`src/rtl/vend_ctrl_multi.sv`:
```
// rtl/vend_ctrl_multi.sv - multi-product vending controller with coin/selection reject,
// idle-timeout refund and timed vend/change phases; money is in half-yuan units.
module vend_ctrl_multi #(
   parameter int N_DRINK    = 4,
   parameter int SUM_W      = 8,
   parameter logic [N_DRINK*SUM_W-1:0] PRICES = {8'd20, 8'd14, 8'd10, 8'd5},
   parameter int COIN1_Q    = 1,
   parameter int COIN2_Q    = 2,
   parameter int COIN3_Q    = 10,
   parameter int MAX_SUM    = 63,
   parameter int TIMEOUT    = 1000,
   parameter int VEND_CYC   = 4,
   parameter int CHARGE_CYC = 4,
   localparam int SEL_W     = $clog2(N_DRINK + 1)
) (
   input  logic               clk,
   input  logic               rst_n,
   input  logic               insert,
   input  logic [1:0]         coin_val,
   input  logic [SEL_W-1:0]   drink_op,
   input  logic               cancel_flag,
   output logic               hold_ind,
   output logic [N_DRINK-1:0] avail_ind,
   output logic               drinktk_ind,
   output logic               charge_ind,
   output logic               reject_ind,
   output logic [SUM_W-1:0]   coin_sum
);

   localparam int PH_MAX = (VEND_CYC > CHARGE_CYC) ? VEND_CYC : CHARGE_CYC;
   localparam int PH_W   = $clog2(PH_MAX + 1);
   localparam int TMR_W  = $clog2(TIMEOUT + 1);
   localparam logic [SUM_W:0] MAX_EXT = (SUM_W + 1)'(MAX_SUM);

   typedef enum logic [1:0] {S_IDLE, S_HOLD, S_VEND, S_CHARGE} state_t;

   state_t             r_state, w_state_nx;
   logic [SUM_W-1:0]   r_sum, w_sum_nx;
   logic [TMR_W-1:0]   r_timer, w_timer_nx;
   logic [PH_W-1:0]    r_cnt, w_cnt_nx;
   logic               r_reject, w_reject_nx;
   logic               r_hold, r_drinktk, r_charge;
   logic [N_DRINK-1:0] r_avail, w_avail_nx;

   logic [SUM_W-1:0]   w_coin;
   logic               w_coin_vld;
   logic [SUM_W:0]     w_sum_add;
   logic               w_coin_fits;
   logic [SUM_W-1:0]   w_sel_price;
   logic               w_sel_hit;
   logic               w_sel_ok;

   always_comb begin
      w_coin = '0;
      case (coin_val)
         2'b01:   w_coin = SUM_W'(COIN1_Q);
         2'b10:   w_coin = SUM_W'(COIN2_Q);
         2'b11:   w_coin = SUM_W'(COIN3_Q);
         default: w_coin = '0;
      endcase
   end

   // extra headroom bit so an overflowing coin is seen as overflow, not a wrapped small sum
   assign w_coin_vld  = insert && (coin_val != 2'b00);
   assign w_sum_add   = {1'b0, r_sum} + {1'b0, w_coin};
   assign w_coin_fits = (w_sum_add <= MAX_EXT);

   always_comb begin
      w_sel_price = '0;
      w_sel_hit   = 1'b0;
      for (int k = 1; k <= N_DRINK; k++) begin
         if (drink_op == SEL_W'(k)) begin
            w_sel_price = PRICES[(k-1)*SUM_W +: SUM_W];
            w_sel_hit   = 1'b1;
         end
      end
   end

   assign w_sel_ok = w_sel_hit && (r_sum >= w_sel_price);

   always_comb begin
      w_state_nx  = r_state;
      w_sum_nx    = r_sum;
      w_timer_nx  = r_timer;
      w_cnt_nx    = r_cnt;
      w_reject_nx = 1'b0;
      case (r_state)
         S_IDLE: begin
            if (w_coin_vld) begin
               if ({1'b0, w_coin} > MAX_EXT) begin
                  w_reject_nx = 1'b1;
               end else begin
                  w_state_nx = S_HOLD;
                  w_sum_nx   = w_coin;
                  w_timer_nx = '0;
               end
            end
         end
         S_HOLD: begin
            if (cancel_flag) begin
               w_state_nx = S_CHARGE;
               w_cnt_nx   = '0;
            end else if (drink_op != '0) begin
               w_timer_nx = '0;
               if (w_sel_ok) begin
                  w_state_nx = S_VEND;
                  w_sum_nx   = r_sum - w_sel_price;
                  w_cnt_nx   = '0;
               end else begin
                  w_reject_nx = 1'b1;
               end
            end else if (w_coin_vld) begin
               w_timer_nx = '0;
               if (w_coin_fits) w_sum_nx = w_sum_add[SUM_W-1:0];
               else             w_reject_nx = 1'b1;
            end else if (r_timer == TMR_W'(TIMEOUT - 1)) begin
               w_state_nx = S_CHARGE;
               w_cnt_nx   = '0;
            end else begin
               w_timer_nx = r_timer + 1'b1;
            end
         end
         S_VEND: begin
            if (r_cnt == PH_W'(VEND_CYC - 1)) begin
               w_cnt_nx   = '0;
               w_state_nx = (r_sum != '0) ? S_CHARGE : S_IDLE;
            end else begin
               w_cnt_nx = r_cnt + 1'b1;
            end
         end
         S_CHARGE: begin
            if (r_cnt == PH_W'(CHARGE_CYC - 1)) begin
               w_cnt_nx   = '0;
               w_state_nx = S_IDLE;
               w_sum_nx   = '0;
            end else begin
               w_cnt_nx = r_cnt + 1'b1;
            end
         end
         default: begin
            w_state_nx = S_IDLE;
            w_sum_nx   = '0;
         end
      endcase
   end

   always_comb begin
      w_avail_nx = '0;
      for (int k = 0; k < N_DRINK; k++) begin
         w_avail_nx[k] = (w_state_nx == S_HOLD) && (w_sum_nx >= PRICES[k*SUM_W +: SUM_W]);
      end
   end

   always_ff @(posedge clk) begin
      if (!rst_n) begin
         r_state   <= S_IDLE;
         r_sum     <= '0;
         r_timer   <= '0;
         r_cnt     <= '0;
         r_reject  <= 1'b0;
         r_hold    <= 1'b0;
         r_drinktk <= 1'b0;
         r_charge  <= 1'b0;
         r_avail   <= '0;
      end else begin
         r_state   <= w_state_nx;
         r_sum     <= w_sum_nx;
         r_timer   <= w_timer_nx;
         r_cnt     <= w_cnt_nx;
         r_reject  <= w_reject_nx;
         r_hold    <= (w_state_nx != S_IDLE);
         r_drinktk <= (w_state_nx == S_VEND);
         r_charge  <= (w_state_nx == S_CHARGE);
         r_avail   <= w_avail_nx;
      end
   end

   assign hold_ind    = r_hold;
   assign avail_ind   = r_avail;
   assign drinktk_ind = r_drinktk;
   assign charge_ind  = r_charge;
   assign reject_ind  = r_reject;
   assign coin_sum    = r_sum;

endmodule

```
`config.mk`:
```
export PLATFORM = sky130hd
export DESIGN_NAME = vend_ctrl_multi
export DESIGN_NICKNAME = d
export VERILOG_FILES = /design/src/rtl/vend_ctrl_multi.sv
export SDC_FILE = /design/constraint.sdc
export NUM_CORES = 1
export LEC_CHECK = 0
export CAP_MARGIN = 5
export CORE_ASPECT_RATIO = 0.9
export CORE_MARGIN = 1.5
export CORE_UTILIZATION = 60
export CTS_BUF_LIST = sky130_fd_sc_hd__clkbuf_4 sky130_fd_sc_hd__clkbuf_8
export CTS_CLUSTER_DIAMETER = 150
export CTS_CLUSTER_SIZE = 8
export DETAILED_ROUTE_END_ITERATION = 16
export PLACE_DENSITY_LB_ADDON = 0.25
export RECOVER_POWER = 25
export SLEW_MARGIN = 20
export SYNTH_ARGS = -nofsm -noshare
export SYNTH_HDL_FRONTEND = slang
export SYNTH_SLANG_ARGS = --single-unit
```
`constraint.sdc`:
```
create_clock -name clk -period 6 [get_ports clk]
set_input_delay 0.6 -clock clk [delete_from_list [all_inputs] [get_ports clk]]
set_output_delay 0.6 -clock clk [all_outputs]
set_load 0.01 [all_outputs]
```
==> results of run 1 <==
-- power breakdown --
part           internal (uW)  switching, uW  total, uW
registers                219           19.4        238
clock network            123           81.5        205
logic                   80.1            108        188
total                    422            209        631
-- synthesized netlist by cell type (8+ instances only) --
master,instances
xnor2_1,8
nor3_1,10
ha_1,10
nand2_1,20
nand3_1,8
nor2_1,26
nand2b_1,8
dfxtp_1,31
a21oi_1,20
o21ai_0,15
clkbuf_1,8
inv_1,11
-- final cells by class --
| type | count | area (um^2) |
|---|---|---|
| Fill cell | 281 | 863 |
| Multi-Input combinational cell | 225 | 1510 |
| Sequential cell | 31 | 621 |
| Clock buffer | 5 | 68.8 |
| Clock inverter | 3 | 43.8 |
| Timing Repair Buffer | 25 | 248 |
| Inverter | 11 | 41.3 |
| Tap cell | 44 | 55.1 |
-- worst max-delay path by stage --
| stage | startpoint | end | slack [ns] | depth (start not counted) |
|---|---|---|---|---|
| floorplan | drink_op[2] | avail_ind[0]$_SDFF_PN0_ | 2.52 | 12 |
| global placement | drink_op[2] | avail_ind[0]$_SDFF_PN0_ | 2.00 | 12 |
| detailed placement | drink_op[2] | avail_ind[0]$_SDFF_PN0_ | 1.81 | 12 |
| CTS | drink_op[2] | avail_ind[0]$_SDFF_PN0_ | 2.08 | 12 |
| global route | drink_op[2] | avail_ind[0]$_SDFF_PN0_ | 1.83 | 12 |
| finish | drink_op[2] | avail_ind[0]$_SDFF_PN0_ | 1.99 | 12 |
-- state kept, by name, summed over array words and instances (netlist names), 2 cells and up --
name and flops:
r_timer 10, coin_sum 8, avail_ind 4, r_cnt 3, r_state 2
-- routing by layer --
metal  up-vias  track usage  routed length, um
met4         0       0.0845                140
met1      1042        0.442               2640
met5         -            0                  0
li1       1080            -                  -
met2       132        0.484               2490
met3        24       0.0983                741
-- stage by stage --
stage	worst slack, ns	instances	hold WS (ns)	area (um^2)
after floorplan	2.52	277	0.419	2220
after global placement	2.00	336	0.435	2480
after detailed placement	1.81	336	0.437	2480
after CTS	2.08	344	0.448	2590
after global routing	1.83	344	0.467	2590
final	1.99	344	0.451	2590
-- cells by family after synthesis --
group                      count (synthesis)  share of synthesized area
AOI/OAI and AO/OA                         83                      0.262
xor gates and xnor gates                  11                     0.0434
adders and majority gates                 12                     0.0744
buffers and inverters                     21                     0.0394
DFF                                       31                      0.279
muxes                                      4                     0.0180
and+or+nand+nor                          115                      0.283
-- critical path: stages --
cell and delay, ns:
clkdlybuf4s50_1 0.55, nor3b_1 0.30, ha_1 0.22, inv_1 0.06
fa_1 0.41, a211oi_1 0.36, o21bai_1 0.22, o21ai_0 0.60
o32a_1 0.33, mux2i_1 0.35, nor4_4 0.07, a31oi_1 0.16
==> metrics.yaml, run 1 <==
cts:
  h-tree-depth: 2
  cts-root-buf: "clkbuf_8"
  numCtsBuffers: 5
  cts_setup_buffers: 0
  clk_path_buf_depth: 2
  tritoncts: "built"
  cts_num_sinks: 31
  cts_hold_buf: 0
  path_clk_slew_ns: 0.07
  clk-insertion-delay-late_ns: 0.29
  cts.repair.resized: 0
grt:
  track_usage: 0.319
  grt_pass1_wl_mm: 9.60
  antenna_found_initial: 0
  first_global_vias: 1992
  grt_max_degree: 18
  overflow: 0
placement:
  io_buffer_count: 24
  place.gp.congestion: 1.01
  hpwl_mm: 4.43
worst_setup_path:
  path_max_fanout: 7
  arrival_ns: 4.23
  r2r_end: "avail_ind[0]$_SDFF_PN0_"
  critPathLaunchType: "input pin"
  reg2regPathDepth: 11
  r2r_slack_ns: 2.69
  r2r-start: "coin_sum[0]$_SDFF_PN0_"
  crit_type: "in2reg"
  crit_required_ns: 6.22
  end_kind: "flop"
die:
  dieArea_um2: 4080
  coreArea_um2: 3450
  io_pins: 25
  fp-row-count: 20
  fp.dieH_um: 60.7
  die_w_um: 67.1
  start_util: 0.643
yosys:
  synth_area_um2: 2220
  yosys-top-cells-area: "dfxtp_1 28%, ha_1 5.6%, a21oi_1 4.5%"
  synth.net_count: 298
  ys_seq_area_frac: 0.279
  ys_warn_count: 0
  synth_area_leader_cell: "dfxtp_1"
  async_flop_share: 0
  synth_flop_cell: "dfxtp_1"
  synthCells: 277
  avgSynthCellArea_um2: 8.02
  synth_edf_count: 0
  ys_types: 59
  synth.top_cell.area_share: 0.279
  ys_seq_elements: 31
worst_hold_path:
  min_path_cells: 2
  hold_start: "r_cnt[2]$_SDFFE_PN0P_"
  holdPathEnd: "r_cnt[2]$_SDFFE_PN0P_"
  min_path_type: "reg2reg"
timing:
  fin_crit_ns: 4.01
  slew_violations: 0
  rsz0062_at_grt: "false"
  tightest_slew_ns: 1.03
  setup_viol: 0
  finalSetupTns_ns: 0
  finClkSkew_ns: 0.0104
  slew_headroom: 0.307
  fmax_mhz: 249
  hold_violations: 0
  period_share: 0.668
power_and_ir_drop:
  powerDensity_nw_per_um2: 244
  ir_drop_uv: 194
  power.leakage_uw: 0.00101
  power_uw: 631
routing:
  firstDrtPassIters: 5
  post-route-drc-count: 0
  postRouteAntennaNets: 0
  vias_per_cell: 6.62
  vias: 2278
  wl_mm: 6.00
  wl_per_cell_um: 17.5
  first_iter_violations: 259
layout:
  n_antenna_cell: 0
  final_common_cell: "dfxtp_1"
  drive_gt1_frac: 0.0633
  num-nets-final: 320
  fin_util: 0.750
  syn2layout_area_growth_pct: 16.6
  final_cell_mix: "31 x dfxtp_1, 26 x nor2_1, 20 x nand2_1, 20 x a21oi_1, 15 x o21ai_0"
outcome:
  status: "finished clean"
run:
  maxCapViolCount: 0
Note: power is estimated with default switching activity, not from simulation.
==> run 2, diff against run 1 <==
Settings changed: CORE_UTILIZATION 60 to 58.
Clock period 6 ns to 3.7 ns, I/O delays scaled along.
==> metrics.yaml, run 2 (same netlist as run 1, synthesis figures left out) <==
outcome:
  status: "finished clean"
cts:
  tritoncts: "built"
  h-tree-depth: 2
  clk_path_buf_depth: 2
  cts_setup_buffers: 0
  numCtsBuffers: 5
  path_clk_slew_ns: 0.06
  cts.repair.resized: 0
  cts_hold_buf: 0
  clk-insertion-delay-late_ns: 0.28
  cts-root-buf: "clkbuf_8"
  cts_num_sinks: 31
timing:
  tightest_slew_ns: 0.554
  hold_violations: 0
  slew_headroom: 0.628
  slew_violations: 0
  fmax_mhz: 293
  setup_viol: 0
  period_share: 0.921
  finalSetupTns_ns: 0
  rsz0062_at_grt: "false"
  finClkSkew_ns: 0.00693
  fin_crit_ns: 3.41
layout:
  final_cell_mix: "31 x dfxtp_1, 26 x nor2_1, 20 x nand2_1, 20 x a21oi_1, 15 x o21ai_0"
  num-fill-cells: 307
  stdcell_count: 359
  n_antenna_cell: 0
  syn2layout_area_growth_pct: 21.4
  largest_reg_flops: 10
  largest-register: "r_timer"
  drive_gt1_frac: 0.102
  final_common_cell: "dfxtp_1"
  num-nets-final: 333
  final_cell_area_um2: 2700
worst_hold_path:
  min_path_cells: 2
  hold_start: "r_cnt[2]$_SDFFE_PN0P_"
  min_path_type: "reg2reg"
die:
  fp-row-count: 21
  fp.dieH_um: 61.7
  start_util: 0.599
  coreArea_um2: 3700
  die_w_um: 68.2
  dieArea_um2: 4210
  io_pins: 25
routing:
  wl_per_cell_um: 16.6
  post-route-drc-count: 0
  postRouteAntennaNets: 0
  vias_per_cell: 6.28
  firstDrtPassIters: 5
  vias: 2255
  wl_mm: 5.97
  first_iter_violations: 236
grt:
  grt_pass1_wl_mm: 9.43
  first_global_vias: 1908
  antenna_found_initial: 0
  overflow: 0
  grt_max_degree: 18
  track_usage: 0.305
worst_setup_path:
  end_kind: "flop"
  critPathLaunchType: "input pin"
  r2r_slack_ns: 0.63
  crit_path_end: "avail_ind[1]$_SDFF_PN0_"
  crit_required_ns: 3.84
  crit_type: "in2reg"
  path_cells: "clkdlybuf4s50_1 -> nor3b_1 -> ha_1 -> inv_1 -> fa_1 -> a211oi_1 -> o21bai_1 -> o21a_4 -> o311a_1 -> a221o_1 -> nor4_4 -> a21oi_1"
  worstSetupStartpoint: "drink_op[1]"
  slowest_delay_ns: 0.49
  r2r-start: "coin_sum[0]$_SDFF_PN0_"
  critPathSlowestCell: "clkdlybuf4s50_1"
  r2r_end: "avail_ind[1]$_SDFF_PN0_"
  reg2regPathDepth: 11
  arrival_ns: 3.55
  path_max_fanout: 5
placement:
  io_buffer_count: 24
  placed_area_um2: 2580
  hpwl_mm: 4.45
  place.gp.congestion: 0.977
  place_inst: 351
run:
  maxCapViolCount: 0
power_and_ir_drop:
  powerDensity_nw_per_um2: 392
  ir_drop_uv: 364
  power.leakage_uw: 0.00107
-- run 2: changes by cell type in the layout (fill, tap and decap cells not counted) --
cell	before	now
clkinv_4	1	0
clkbuf_8	5	6
buf_4	1	14
-- run 2: final cells by class --
| cell class | instances | area, um^2 | area share |
|---|---|---|---|
| clock buffer | 6 | 82.6 | 0.0306 |
| tap | 46 | 57.6 | 0.0214 |
| inverter | 11 | 41.3 | 0.0153 |
| clock inverter | 2 | 35.0 | 0.0130 |
| multi-input combinational | 225 | 1510 | 0.561 |
| timing repair buffer | 38 | 345 | 0.128 |
| sequential | 31 | 621 | 0.230 |
-- run 2: worst min path at each step --
| stage | to | slack (ns) |
|---|---|---|
| 2_1_floorplan | r_cnt[2]$_SDFFE_PN0P_ | 0.42 |
| 3_3_place_gp | r_cnt[2]$_SDFFE_PN0P_ | 0.43 |
| 3_5_place_dp | r_cnt[2]$_SDFFE_PN0P_ | 0.45 |
| 4_1_cts | r_cnt[2]$_SDFFE_PN0P_ | 0.46 |
| 5_1_grt | r_cnt[2]$_SDFFE_PN0P_ | 0.49 |
| 6_report | r_cnt[2]$_SDFFE_PN0P_ | 0.46 |
-- run 2: through the flow --
step	worst slack (ns)	power (uW)	utilization	hold slack [ns]
5_1_grt	0.0873	1110	0.727	0.486
6_report	0.293	1060	0.727	0.456
2_1_floorplan	0.454	596	-	0.419
3_5_place_dp	0.0196	716	0.696	0.448
4_1_cts	0.284	1060	0.727	0.458
3_3_place_gp	0.137	710	0.696	0.434
-- run 2: worst max-delay path, delay by kind of cell --
kind | cells | cell delay [ns]
adders and majority gates | 2 | 0.58
and+or+nand+nor | 2 | 0.59
buffers and inverters | 2 | 0.54
AOI/OAI and AO/OA | 6 | 1.48
-- run 2: layer usage --
| layer | up-vias | wire (um) | GRT usage |
|---|---|---|---|
| li1 | 1094 | - | - |
| met1 | 1042 | 2770 | 0.456 |
| met2 | 109 | 2520 | 0.430 |
| met3 | 10 | 621 | 0.0793 |
| met4 | 0 | 65 | 0.0914 |
| met5 | - | 0 | 0 |
-- run 2: where the power goes --
group	internal [uW]	leakage, uW	total (uW)	switching, uW
sequential	354	0.000252	384	29.6
combinational	150	0.000759	329	179
clock	218	0.0000612	342	125
